==> config.mk <==
export PLATFORM = sky130hd
export DESIGN_NAME = if_stage
export DESIGN_NICKNAME = d
export VERILOG_FILES = /design/src/rtl/rv_pipe_pkg.sv /design/src/rtl/hazard_unit.sv /design/src/rtl/if_stage.sv
export SDC_FILE = /design/constraint.sdc
export NUM_CORES = 1
export LEC_CHECK = 0
export CAP_MARGIN = 10
export CORE_MARGIN = 2
export CORE_UTILIZATION = 39
export DETAILED_ROUTE_END_ITERATION = 8
export PLACE_DENSITY = 0.83
export SETUP_SLACK_MARGIN = 0.05
export SYNTH_ARGS = -nofsm -noshare
export SYNTH_HDL_FRONTEND = slang
export SYNTH_SLANG_ARGS = --single-unit
==> constraint.sdc <==
create_clock -name clk -period 2.15 [get_ports clk]
set_clock_uncertainty 0.1 [all_clocks]
set_input_delay 0.3225 -clock clk [delete_from_list [all_inputs] [get_ports clk]]
set_output_delay 0.3225 -clock clk [all_outputs]
set_load 0.05 [all_outputs]
==> src/rtl/rv_pipe_pkg.sv <==
// Shared pipeline constants and small helpers for the fetch stage and its neighbours.
package rv_pipe_pkg;

   localparam int PC_W    = 8;
   localparam int INSTR_W = 32;
   localparam int CNT_W   = 16;
   localparam int REG_W   = 5;

   localparam logic [PC_W-1:0]    PC_STEP   = PC_W'(4);
   localparam logic [INSTR_W-1:0] NOP_INSTR = 32'h0000_0013;

   typedef enum logic [1:0] {
      FETCH_ADVANCE,
      FETCH_HOLD,
      FETCH_REDIRECT
   } fetch_op_e;

   // Instruction fetches are word aligned, so the low address bits are dropped.
   function automatic logic [PC_W-1:0] align_pc(input logic [PC_W-1:0] addr);
      return {addr[PC_W-1:2], 2'b00};
   endfunction

   function automatic logic [CNT_W-1:0] sat_inc(input logic [CNT_W-1:0] value);
      return (value == '1) ? value : value + CNT_W'(1);
   endfunction

endpackage

==> src/rtl/hazard_unit.sv <==
// Load-use detector: flags an instruction that reads the register a preceding load
// has not yet written back.
module hazard_unit
   import rv_pipe_pkg::*;
(
   input  logic               mem_read,
   input  logic [REG_W-1:0]   ex_rd,
   input  logic [INSTR_W-1:0] instr,
   output logic               stop
);

   logic [REG_W-1:0] rs1;
   logic [REG_W-1:0] rs2;

   assign rs1 = instr[19:15];
   assign rs2 = instr[24:20];

   // x0 is hardwired to zero, so a load targeting it never creates a dependency.
   assign stop = mem_read && (ex_rd != '0) && ((ex_rd == rs1) || (ex_rd == rs2));

endmodule

==> src/rtl/if_stage.sv <==
// Instruction fetch stage: PC register, fetch/decode latch, load-use stall,
// branch redirect/flush and saturating stall/flush event counters.
module if_stage
   import rv_pipe_pkg::*;
(
   input  logic               clk,
   input  logic               reset,
   output logic [PC_W-1:0]    imem_addr,
   input  logic [INSTR_W-1:0] imem_rdata,
   input  logic               branch_taken,
   input  logic [PC_W-1:0]    branch_target,
   input  logic               idex_MemRead,
   input  logic [REG_W-1:0]   idex_rd,
   output logic [PC_W-1:0]    Curr_Pc,
   output logic [INSTR_W-1:0] Curr_Instr,
   output logic               stop,
   output logic               branch_reset,
   output logic [CNT_W-1:0]   stall_cnt,
   output logic [CNT_W-1:0]   flush_cnt
);

   logic [PC_W-1:0] pc;
   fetch_op_e       op;

   hazard_unit u_hazard (
      .mem_read (idex_MemRead),
      .ex_rd    (idex_rd),
      .instr    (Curr_Instr),
      .stop     (stop)
   );

   assign imem_addr    = pc;
   assign branch_reset = branch_taken;

   // A redirect squashes the stalled instruction anyway, so it outranks the stall.
   always_comb begin
      op = FETCH_ADVANCE;
      if (branch_taken) begin
         op = FETCH_REDIRECT;
      end else if (stop) begin
         op = FETCH_HOLD;
      end
   end

   // NOTE: sequential state uses non-blocking assignments so every register samples
   // the pre-edge values and the block order cannot change the result.
   always_ff @(posedge clk) begin
      if (!reset) begin
         pc         <= '0;
         Curr_Pc    <= '0;
         Curr_Instr <= NOP_INSTR;
         stall_cnt  <= '0;
         flush_cnt  <= '0;
      end else begin
         case (op)
            FETCH_REDIRECT: begin
               pc         <= align_pc(branch_target);
               Curr_Pc    <= '0;
               Curr_Instr <= NOP_INSTR;
               flush_cnt  <= sat_inc(flush_cnt);
            end
            FETCH_HOLD: begin
               stall_cnt  <= sat_inc(stall_cnt);
            end
            default: begin
               pc         <= pc + PC_STEP;
               Curr_Pc    <= pc;
               Curr_Instr <= imem_rdata;
            end
         endcase
      end
   end

endmodule

==> flow_summary.json <==
{
  "hp-class": "register to register",
  "antenna_found_initial": 0,
  "firstDrtPassIters": 5,
  "clock-sinks": 77,
  "slowest_delay_ns": 0.56,
  "path_delay_family": "simple AND/OR/NAND/NOR gates",
  "required_ns": 1.73,
  "core-area_um2": 8260,
  "synthTopCellsByCount": "93 x nand2_1, 77 x dfxtp_1, 52 x a21oi_1",
  "synth-simple-area-share_pct": 25.1,
  "place_inst": 660,
  "clock_path_buffers": 2,
  "fin_crit_ns": 2.10,
  "synth.ff_latch_count": 77,
  "synth_top_area_share_pct": 46.3,
  "r2r-start": "Curr_Instr[17]",
  "hold_depth": 2,
  "fin_nets": 624,
  "syn-cell-area_um2": 3330,
  "regArea_um2": 1570,
  "grt-ovfl-total": 0,
  "rrSetupSlack_ns": 0.06,
  "yosysSeqAreaShare_pct": 46.3,
  "synth_top_area_cell": "dfxtp_1",
  "synth_ff_type": "dfxtp_1",
  "wl_per_cell_um": 14.0,
  "slew_headroom_pct": 64.5,
  "ant_nets": 0,
  "insertion_delay_ns": 0.34,
  "htreeDepth": 3,
  "max_clock_freq_mhz": 477,
  "die-width_um": 96.4,
  "wl_um": 9580,
  "placed_cell_area_um2": 4990,
  "setup_violations": 0,
  "fillCellCount": 689,
  "synth-xor-area-share_pct": 7.63,
  "drv_cap": 0,
  "cp_num_cells": 7,
  "vias_per_cell": 5.19,
  "dp_hpwl_um": 7130,
  "rsz0062_at_grt": "true",
  "p_leak_nw": 2.16,
  "synth_top_family_by_area": "simple AND/OR/NAND/NOR gates",
  "slowest_stage": "or4_4",
  "ys_top_cells_by_area": "dfxtp_1 46%, nand2_1 10%, a21oi_1 7.8%",
  "yosysWarningCount": 0,
  "grt_pass1_vias": 3269,
  "cp.arrival_ns": 1.67,
  "end_kind": "output pin",
  "dpl_worst_slack_ns": -0.358,
  "synth_edf_count": 0,
  "critPathKind": "primary input to output pin",
  "path_buf_inv": 4,
  "crit_chain": "dlygate4sd2_1 > or4_4 > o21ai_4 > inv_2 > nand2_4 > inv_4 > buf_12",
  "initial_core_util_pct": 40.3,
  "grt_use_total_pct": 20.4,
  "ys_types": 39,
  "power.density_nw_per_um2": 611,
  "run_status": "finished, final reports clean",
  "grt_max_degree": 37,
  "fin_crit_sh_pct": 97.5,
  "clkTransAtPathRegs_ns": 0.08,
  "critPathMaxFanout": 9,
  "fin_tns_setup_ns": 0,
  "async_reset_ff_share_pct": 0,
  "vias": 3540,
  "clockRootBuffer": "clkbuf_8",
  "tightest_slew_ns": 0.531,
  "p_total_mw": 3.27,
  "die_h_um": 96.4,
  "cts_buffers": 9,
  "synth_fa_ha_area_share_pct": 1.13,
  "area_growth_pct": 60.8,
  "finish.instance_area_um2": 5360,
  "crit_start": "idex_rd[2]",
  "diodes": 0,
  "ctsHoldBuffers": 0,
  "synth-compound-area-share_pct": 14.2,
  "gp_congestion": 0.900,
  "die_area_um2": 9300,
  "multi_input_area_um2": 1710,
  "fp-row-count": 33,
  "ff2ff_path_depth": 8,
  "cts_tree": "yes",
  "hold_start": "Curr_Instr[5]",
  "rr_endpoint": "stall_cnt[8]",
  "grt_pass1_wl_um": 15000,
  "synth.most_common_cell": "nand2_1",
  "final-hold-violation-count": 0,
  "drv_slew": 0,
  "syn-instance-count": 411,
  "vdd_drop_max_mv": 0.365,
  "drc": 0,
  "finalWorstSetupSlack_ns": 0.0544,
  "drive_above_1_share_pct": 17.9,
  "syn_avg_cell_area_um2": 8.10,
  "fin_cells": 682,
  "start_kind": "primary input",
  "drtIter0Drc": 133,
  "hold_end": "Curr_Instr[5]",
  "muxShareOfSynthArea_pct": 0.601,
  "numPortBuffers": 126,
  "io_pins": 131
}
==> placed cells by master (no fill, tap or decap), types with 10 or more instances in the layout <==
cell             instances
a21oi_1                 49
buf_4                   46
clkdlybuf4s50_1        111
dfxtp_1                 59
dfxtp_2                 16
nand2_1                 93
nand3_1                 16
nand4_1                 11
nor2_1                  18
o21ai_0                 17
or3_1                   10
xnor2_1                 14
xor2_1                  13
==> worst max-delay path by stage <==
stage / end
6_report: stop
3_5_place_dp: imem_addr[5]
4_1_cts: stop
2_1_floorplan: stall_cnt[14]
3_3_place_gp: imem_addr[7]
5_1_grt: stall_cnt[3]
==> kinds of logic (layout without fill, tap and decap cells) <==
kind of cell / count (synthesis) / after routing
mux: 2 / 2
buf+inv: 36 / 201
fa+ha+maj: 3 / 3
other cells: 1 / 2
compound gates: 85 / 85
xor+xnor: 29 / 29
simple gates: 178 / 178
flops: 77 / 77
==> layer usage <==
metal  GRT usage, %  vias to the layer above  share of wire, %
met1           24.0                     1668                41
li1               -                     1739                 -
met2           35.3                      116                50
met4           8.57                        0               2.1
met3           5.35                       17               7.2
met5              0                        -                 0
==> sequential cells by signal, indices dropped and copies added (netlist names) <==
name        count
imem_addr       6
stall_cnt      16
Curr_Instr     32
Curr_Pc         7
flush_cnt      16
==> area by class of cell <==
type | count | share of cell area (%)
Tap cell | 105 | 2.45
Timing Repair Buffer | 174 | 31.2
Multi-Input combinational cell | 299 | 32.0
Sequential cell | 77 | 29.3
Clock buffer | 9 | 2.31
Clock inverter | 7 | 1.87
Inverter | 11 | 0.818
==> metrics by stage <==
stage          hold WS (ns)  util, %
2_1_floorplan         0.345        -
3_3_place_gp          0.337     60.5
3_5_place_dp          0.345     60.5
4_1_cts               0.357     63.5
5_1_grt               0.364     64.8
6_report              0.354     64.8
==> tightest hold or removal path: cells and delay by family, from the launching register on <==
family | cells | cell delay [ns]
compound gates | 1 | 0.05
flops | 1 | 0.32
simple gates | 1 | 0.05
==> report_power, final <==
group | internal [mW] | switching (mW)
Clock | 0.659 | 0.551
Combinational | 0.235 | 0.319
Sequential | 1.47 | 0.0381
==> timing repair <==
| action | CTS | global route |
|---|---|---|
| pin swaps | 4 | 2 |
| setup buffers | 3 | 3 |
| setup endpoints to repair | 13 | 32 |
| resized for setup | 8 | 21 |
(Power assumes the default switching activity.)
